`src/rtl/cpu_pkg.sv`:
```
// cpu_pkg: shared fetch constants and entry type (misalign field under IFETCH_MISALIGN_CHECK_EN)
package cpu_pkg;
  localparam int XLEN = 32;
  localparam logic [XLEN-1:0] INSTR_NOP = 32'h0000_0013;
  localparam logic [XLEN-1:0] DEFAULT_RESET_PC = 32'h0000_0000;
  localparam logic [XLEN-1:0] PC_INC = 32'd4;
  typedef struct packed {
    logic [XLEN-1:0] pc;
    logic [XLEN-1:0] instr;
`ifdef IFETCH_MISALIGN_CHECK_EN
    logic misalign;
`endif
  } fetch_entry_t;
endpackage

```
`src/rtl/ifetch_unit_if.sv`:
```
// ifetch_if: imem, redirect and decode signals of the fetch stage (out_misalign under IFETCH_MISALIGN_CHECK_EN)
interface ifetch_if;
  import cpu_pkg::*;
  logic [XLEN-1:0] iaddr;
  logic [XLEN-1:0] idata;
  logic redirect_valid;
  logic [XLEN-1:0] redirect_pc;
  logic out_valid;
  logic out_ready;
  logic [XLEN-1:0] out_instr;
  logic [XLEN-1:0] out_pc;
`ifdef IFETCH_MISALIGN_CHECK_EN
  logic out_misalign;
  modport master (output iaddr, out_valid, out_instr, out_pc, out_misalign,
                  input idata, redirect_valid, redirect_pc, out_ready);
  modport slave (input iaddr, out_valid, out_instr, out_pc, out_misalign,
                 output idata, redirect_valid, redirect_pc, out_ready);
`else
  modport master (output iaddr, out_valid, out_instr, out_pc,
                  input idata, redirect_valid, redirect_pc, out_ready);
  modport slave (input iaddr, out_valid, out_instr, out_pc,
                 output idata, redirect_valid, redirect_pc, out_ready);
`endif
endinterface

```
`src/rtl/ifetch_unit_buffer.sv`:
```
// ifetch_buffer: 2-entry fetch FIFO with flush; head holds last shown entry while empty
module ifetch_buffer
  import cpu_pkg::*;
#(
  parameter logic [XLEN-1:0] RESET_PC = DEFAULT_RESET_PC
) (
  input  logic         clk,
  input  logic         reset,
  input  logic         flush,
  input  logic         enq,
  input  logic         deq,
  input  fetch_entry_t enq_entry,
  output fetch_entry_t head,
  output logic         valid,
  output logic         full
);
  fetch_entry_t mem_q [2];
  fetch_entry_t mem_d [2];
  fetch_entry_t last_q, last_d, rst_entry;
  logic rd_q, rd_d, wr_q, wr_d;
  logic [1:0] cnt_q, cnt_d;
  // pointer/count update, tail write and head selection
  always_comb begin
    rst_entry = '0;
    rst_entry.pc = RESET_PC;
    rst_entry.instr = INSTR_NOP;
    mem_d = mem_q;
    if (enq) mem_d[wr_q] = enq_entry;
    rd_d = flush ? 1'b0 : rd_q ^ deq;
    wr_d = flush ? 1'b0 : wr_q ^ enq;
    cnt_d = flush ? 2'd0 : cnt_q + 2'(enq) - 2'(deq);
    valid = cnt_q != 2'd0;
    full = cnt_q == 2'd2;
    head = valid ? mem_q[rd_q] : last_q;
    last_d = head;
  end
  // storage and control registers
  always_ff @(posedge clk) begin
    mem_q <= mem_d;
    if (reset) begin
      rd_q <= 1'b0;
      wr_q <= 1'b0;
      cnt_q <= 2'd0;
      last_q <= rst_entry;
    end else begin
      rd_q <= rd_d;
      wr_q <= wr_d;
      cnt_q <= cnt_d;
      last_q <= last_d;
    end
  end
endmodule

```
`src/rtl/ifetch_unit.sv`:
```
// ifetch_unit: PC register, next-PC mux and fetch buffer; IFETCH_MISALIGN_CHECK_EN adds misalign tagging and halt
module ifetch_unit
  import cpu_pkg::*;
#(
  parameter logic [XLEN-1:0] RESET_PC = DEFAULT_RESET_PC,
  parameter int BUF_DEPTH = 2
) (
  input logic      clk,
  input logic      reset,
  ifetch_if.master bus
);
  if (BUF_DEPTH != 2) begin : g_bad_depth
    $error("ifetch_unit: BUF_DEPTH must be 2");
  end
  logic [XLEN-1:0] pc_q, pc_d;
  logic enq, deq, full, valid, stall;
  fetch_entry_t enq_entry, head;
`ifdef IFETCH_MISALIGN_CHECK_EN
  logic halt_q, halt_d;
  assign stall = halt_q;
  assign bus.out_misalign = head.misalign;
  // a misaligned fetch halts further fetching until the next redirect
  always_comb halt_d = bus.redirect_valid ? 1'b0 : (halt_q | (enq & enq_entry.misalign));
  // halt flag register
  always_ff @(posedge clk) halt_q <= reset ? 1'b0 : halt_d;
`else
  assign stall = 1'b0;
`endif
  // handshake, enqueue decision and next-PC selection
  always_comb begin
    deq = valid & bus.out_ready;
    enq = ~bus.redirect_valid & ~stall & (~full | deq);
    pc_d = bus.redirect_valid ? bus.redirect_pc : enq ? pc_q + PC_INC : pc_q;
    enq_entry = '0;
    enq_entry.pc = pc_q;
    enq_entry.instr = bus.idata;
`ifdef IFETCH_MISALIGN_CHECK_EN
    enq_entry.misalign = pc_q[1:0] != 2'b00;
`endif
  end
  // program counter
  always_ff @(posedge clk) pc_q <= reset ? RESET_PC : pc_d;
  ifetch_buffer #(.RESET_PC(RESET_PC)) u_buf (
    .clk(clk),
    .reset(reset),
    .flush(bus.redirect_valid),
    .enq(enq),
    .deq(deq),
    .enq_entry(enq_entry),
    .head(head),
    .valid(valid),
    .full(full)
  );
  assign bus.iaddr = pc_q;
  assign bus.out_valid = valid;
  assign bus.out_instr = head.instr;
  assign bus.out_pc = head.pc;
endmodule

```
`src/flat_wrapper.sv`:
```
// flat-port wrapper written by rule: the top's interface ports become plain ports
module ifetch_unit_flat import cpu_pkg::*;
#(
  parameter logic [XLEN-1:0] RESET_PC = DEFAULT_RESET_PC,
  parameter int BUF_DEPTH = 2
)
  (clk, reset, bus_iaddr, bus_out_valid, bus_out_instr, bus_out_pc, bus_idata, bus_redirect_valid, bus_redirect_pc, bus_out_ready);
  ifetch_if bus_i ();
  input logic clk;
  input logic reset;
  output wire logic [$bits(bus_i.iaddr)-1:0] bus_iaddr;
  output wire logic [$bits(bus_i.out_valid)-1:0] bus_out_valid;
  output wire logic [$bits(bus_i.out_instr)-1:0] bus_out_instr;
  output wire logic [$bits(bus_i.out_pc)-1:0] bus_out_pc;
  input wire logic [$bits(bus_i.idata)-1:0] bus_idata;
  input wire logic [$bits(bus_i.redirect_valid)-1:0] bus_redirect_valid;
  input wire logic [$bits(bus_i.redirect_pc)-1:0] bus_redirect_pc;
  input wire logic [$bits(bus_i.out_ready)-1:0] bus_out_ready;
  assign bus_iaddr = bus_i.iaddr;
  assign bus_out_valid = bus_i.out_valid;
  assign bus_out_instr = bus_i.out_instr;
  assign bus_out_pc = bus_i.out_pc;
  assign bus_i.idata = bus_idata;
  assign bus_i.redirect_valid = bus_redirect_valid;
  assign bus_i.redirect_pc = bus_redirect_pc;
  assign bus_i.out_ready = bus_out_ready;
  ifetch_unit #(.RESET_PC(RESET_PC), .BUF_DEPTH(BUF_DEPTH)) u_core (.clk(clk), .reset(reset), .bus(bus_i));
endmodule
```
`config.mk`:
```
export PLATFORM = sky130hd
export DESIGN_NAME = ifetch_unit_flat
export DESIGN_NICKNAME = d
export VERILOG_FILES = /design/src/rtl/cpu_pkg.sv /design/src/rtl/ifetch_unit_if.sv /design/src/rtl/ifetch_unit_buffer.sv /design/src/rtl/ifetch_unit.sv /design/src/flat_wrapper.sv
export SDC_FILE = /design/constraint.sdc
export NUM_CORES = 1
export LEC_CHECK = 0
export ABC_AREA = 1
export ABC_CLOCK_PERIOD_IN_PS = 6700
export CAP_MARGIN = 40
export CORE_MARGIN = 3
export CORE_UTILIZATION = 55
export DETAILED_ROUTE_END_ITERATION = 12
export GPL_ROUTABILITY_DRIVEN = 0
export MAX_ROUTING_LAYER = met4
export PLACE_DENSITY_LB_ADDON = 0.05
export REMOVE_ABC_BUFFERS = 1
export SKIP_CTS_REPAIR_TIMING = 1
export SYNTH_ARGS = -nofsm -noshare
export SYNTH_HDL_FRONTEND = slang
export SYNTH_SLANG_ARGS = --single-unit
export TNS_END_PERCENT = 10
```
`constraint.sdc`:
```
create_clock -name clk -period 6.7 [get_ports clk]
set_clock_uncertainty 0.05 [all_clocks]
set_input_delay 1.34 -clock clk [delete_from_list [all_inputs] [get_ports clk]]
set_output_delay 1.34 -clock clk [all_outputs]
set_load 0.02 [all_outputs]
```
# Word-level counts from Yosys, hierarchy flattened
# Cells that the tools add are included.
# W data, S select, Z words.
[classes]
addsub = 3
mul = 0
div_mod_pow = 0
order_cmp = 3
n_eq_ne = 1
shift = 0
mux = 9
bitwise_logic = 9
reduce_logical = 4
[op_table]
columns = ["operator", "n"]
rows = [
  ["$mux W64", 5],
  ["$bwmux W128", 1],
  ["$demux W64 S1", 1],
  ["$mux W32", 2],
  ["$add A32 B3 Y32 const B", 1],
  ["$ge A2 B2 Y1 const B", 2],
  ["$not A1 Y2", 2],
  ["$reduce_bool A2 Y1", 2],
  ["$add A2 B1 Y2", 1],
  ["$and A1 B1 Y1", 2],
  ["$eq A2 B2 Y1 const B", 1],
  ["$lt A2 B1 Y1 const B", 1],
  ["$not A1 Y1", 2],
  ["$reduce_or A2 Y1", 1],
  ["$sub A2 B1 Y2", 1],
  ["$xor A1 B1 Y1", 2],
  ["$logic_and A1 B1 Y1", 1],
  ["$or A1 B1 Y1", 1],
]
[totals]
reg_bits = 228
latchBits = 0
ram_bits = 0
romBits = 0
inputBits = 68
out_inout_bits = 97
wordCells = 39
n_memories = 0

# Longest topological paths before layout
[depth]
depth_word = 6
ltp_mapped = 10

# Hierarchy
# Synthesis repeated with hierarchy kept, for this count alone.
[hier_totals]
cells_unflattened = 1141
area_unflattened_um2 = 10013.4
[modules_own_cells]
columns = ["mod", "instances", "cells_each", "area_per_inst_um2", "seq_area_each_um2"]
rows = [
  ["ifetch_buffer", 1, 764, 7743.7, 5205.0],
  ["ifetch_unit", 1, 377, 2269.7, 640.6],
]

# Least setup slack after synthesis
# No wires, ideal clock.
[synth_timing]
kind = "input-to-reg"
startpoint = "input bus_redirect_valid"
endpoint = "register u_core.u_buf.mem_q[0] (netlist name) (enable)"
setup_time_ns = 0.429
arrival_ns = 3.539
t_required_ns = 6.221
setup_slack_ns = 2.682
path_stages = 6
path_buffers = 2
path_cell_list = "buf_2 inv_2 nand2_2 inv_2 buf_2 ha_1"
[synth_via]
elab_chain_len = 2
[synth_lines]
columns = ["element", "line_no", "text"]
rows = [
  ["start, declared", "flat_wrapper.sv:16", "input wire logic [$bits(bus_i.redirect_valid)-1:0] bus_redirect_valid;"],
  ["$not A1 Y1", "ifetch_unit.sv:32", "enq = ~bus.redirect_valid & ~stall & (~full | deq);"],
  ["$and A1 B1 Y1", "ifetch_unit.sv:32", ""],
  ["end signal, assigned", "ifetch_unit_buffer.sv:39", "mem_q <= mem_d;"],
  ["end, declared", "ifetch_unit_buffer.sv:17", "fetch_entry_t mem_q [2];"],
]
# Every way passes these cells.
# A chain may end at the register's enable or synchronous reset.

# Worst setup path in the final report
[layout_timing]
startpoint = "register u_core.u_buf.cnt_q[1]"
endpoint = "output bus_out_pc[28]"
[layout_via]
elab_chain_len = 2
[layout_lines]
columns = ["element", "line_no", "text"]
rows = [
  ["start, declared", "ifetch_unit_buffer.sv:21", "logic [1:0] cnt_q, cnt_d;"],
  ["start signal, assigned", "ifetch_unit_buffer.sv:48", "cnt_q <= cnt_d;"],
  ["$reduce_bool A2 Y1", "ifetch_unit_buffer.sv:32", "valid = cnt_q != 2'd0;"],
  ["$mux W64", "ifetch_unit_buffer.sv:34", "head = valid ? mem_q[rd_q] : last_q;"],
  ["end, declared", "flat_wrapper.sv:14", "output wire logic [$bits(bus_i.out_pc)-1:0] bus_out_pc;"],
]
# Every way passes these cells.

==> run_results.csv <==
group,metric,value,unit
sta,layout_min_cycle_time,4050,ps
pwr,vdd_drop_max,189,uV
clocking,tritoncts,"built",
sta,fmax,247,MHz
die,io_pins,165,
sta,period_share,60.4,%
sta,max-slew-margin-rel,45.9,%
clocking,clock_sinks,228,
logic_synthesis,synth.distinct_cells,31,
critical_path,ff2ff_path_depth,9,
route,drtIter0Drc,335,
route,finalWirelength,21900,um
critical_path,arrival,2660,ps
sta,final.setup.tns,0,ps
logic_synthesis,ys_ff_latch,228,
critical_path,worst-path-buf-inv,3,
route,ant_nets,0,
layout,final_util,71.6,%
layout,final_nets,1169,
clocking,cts_buffers,23,
clocking,clockBufferDepth,3,
clocking,clock_latency,510,ps
logic_synthesis,synth_top_area_share,40.6,%
flow_run,maxCapViolCount,0,
die,rows,47,
layout,diodes,0,
critical_path,worstSetupPathType,"reg -> out",
critical_path,cp_max_fo,65,
logic_synthesis,ys_seq_area_share,61.7,%
placed_design,io_buffers,164,
sta,finalSetupViolCount,0,
logic_synthesis,syn_inst,942,
die,coreArea,16700,um2
sta,slew_violations,0,
logic_synthesis,yosys_warnings,0,
route,wl_per_cell,16.5,um
critical_path,crit_path_top_delay_cell,"clkdlybuf4s50_1",
sta,tightest_slew,811,ps
sta,hold_viol,0,
logic_synthesis,synth_area_leaders,"edfxtp_1, dfxtp_1, nand2_1, a21oi_1, and2_1",
placed_design,hpwl,13600,um
logic_synthesis,synth_area_per_cell,10.0,um2
die,die_h,137,um
sta,holdWs,457,ps
route,post-route-drc-count,0,
route,viasPerCell,5.29,
global_route,grt_max_degree,67,
logic_synthesis,syn_area,9470,um2
critical_path,cp-end-kind,"output port",
logic_synthesis,yosysTopAreaCell,"edfxtp_1",
global_route,grt_use_total,23.8,%
pwr,p_leak,4.50,nW
pwr,power_density,280,nW/um2
critical_path,worstSetupStartpointType,"register",
critical_path,crit_chain,"nor2_4, inv_2, buf_4, nor2_1, a21oi_1, clkdlybuf4s50_1",
run_status,outcome,"completed",
route,drtPass1Iterations,5,
clocking,htreeDepth,1,
global_route,grt_overflow,0,
clocking,root_buffer,"clkbuf_16",
min_path,hp-class,"reg -> reg",
route,vias,7040,
critical_path,critPathTopFamily,"buffers and inverters",
global_route,grt_pass1_wl,34400,um
layout,area_growth,26.3,%
critical_path,cp.depth,6,
min_path,hold_path_depth,0,
critical_path,critical-path-max-stage-delay,640,ps
die,initial_core_util,56.7,%
critical_path,cp.required,5310,ps
die,dieArea,18800,um2
global_route,first_global_vias,6678,
sta,rsz0062_at_grt,"no",
layout,final_layout_size_suffix_gt1_share,11.0,%
die,die_w,137,um
global_route,antenna_found_initial,0,
clocking,cts.clk_slew.worst_paths,60,ps
[through the flow]
step | area [um2] | total power, mW | instances | worst slack, ps
floorplan | 9250 | 1.95 | 898 | 2520
global placement | 11200 | 2.22 | 1289 | 2610
detailed placement | 11300 | 2.23 | 1291 | 2780
CTS | 12000 | 3.38 | 1330 | 2580
global route | 12000 | 3.48 | 1330 | 2460
finish | 12000 | 3.35 | 1330 | 2650
[where the power goes]
| part | switching [mW] | leakage (nW) | internal (mW) |
|---|---|---|---|
| sequential | 0.0463 | 2.03 | 1.57 |
| clock | 0.502 | 0.316 | 0.646 |
| combinational | 0.320 | 2.15 | 0.259 |
[cells in the mapped netlist]
library cell,number
xor2_1,8
dfxtp_1,100
a21oi_2,45
xnor2_1,4
inv_2,7
o21ai_0,18
a22o_1,3
nand3_4,1
clkbuf_1,16
nand4_1,2
o21ai_1,6
or2_2,4
o21bai_1,2
ha_1,5
inv_1,46
and2_1,63
a21oi_1,109
buf_4,8
nand2_4,3
nand2_2,4
buf_1,1
buf_2,19
nor2_8,1
nand2_1,190
nand3_2,3
edfxtp_1,128
nor2_2,6
a31oi_1,8
nor2_1,103
nand3_1,22
nor2_4,7
[cell type report]
cell class | instances | area, um2
Fill cell | 1254 | 4740
Clock buffer | 34 | 627
Tap cell | 220 | 275
Timing Repair Buffer | 173 | 1750
Sequential cell | 228 | 5850
Multi-Input combinational cell | 617 | 3230
Clock inverter | 5 | 30.0
Inverter | 53 | 199
[cells in the final DEF, fill, tap and decap left out, drive strengths merged]
cell type      instances
o21ai                 24
a21oi                154
nand2                197
ha                     5
nor2                 117
nand4                  2
a31oi                  8
clkinv                 3
inv                   54
dfxtp                100
edfxtp               128
nand3                 26
or2                    4
clkinvlp               1
clkdlybuf4s50        164
a22o                   3
xor2                   8
o21bai                 2
xnor2                  4
buf                    9
and2                  63
clkbuf                34
[registers in the layout, indices dropped and copies added, names as in the netlist]
register,flops
u_core.u_buf.mem_q,128
u_core.u_buf.last_q,64
u_core.bus.iaddr,32
u_core.u_buf.cnt_q,2
u_core.u_buf.rd_q,1
u_core.u_buf.wr_q,1
[metal layers]
metal	wire length, um	global-route usage [%]
met2	10500	39.3
met5	0	-
met4	471	5.76
met3	1300	3.73
met1	9650	31.2
[cells by family after synthesis]
logic type	synth area share [%]
and+or+nand+nor	19.9
adders and majority gates	0.661
AOI/OAI and AO/OA	12.2
buffers and inverters	4.41
xor gates and xnor gates	1.11
DFF	61.7
[final timing paths]
| path | slack, ps | start | to |
|---|---|---|---|
| worst max-delay path | 2650 | u_core.u_buf.cnt_q[1]$_SDFF_PP0_ | bus_out_pc[28] |
| worst min-delay path | 460 | u_core.bus.iaddr[1]$_SDFFE_PP0P_ | u_core.u_buf.mem_q[97]$_DFFE_PP_ |
| worst max register to register | 4220 | u_core.u_buf.cnt_q[1]$_SDFF_PP0_ | u_core.u_buf.cnt_q[1]$_SDFF_PP0_ |
| worst min register to register | 460 | u_core.bus.iaddr[1]$_SDFFE_PP0P_ | u_core.u_buf.mem_q[97]$_DFFE_PP_ |
No activity file was read; power rests on OpenSTA's default activity.
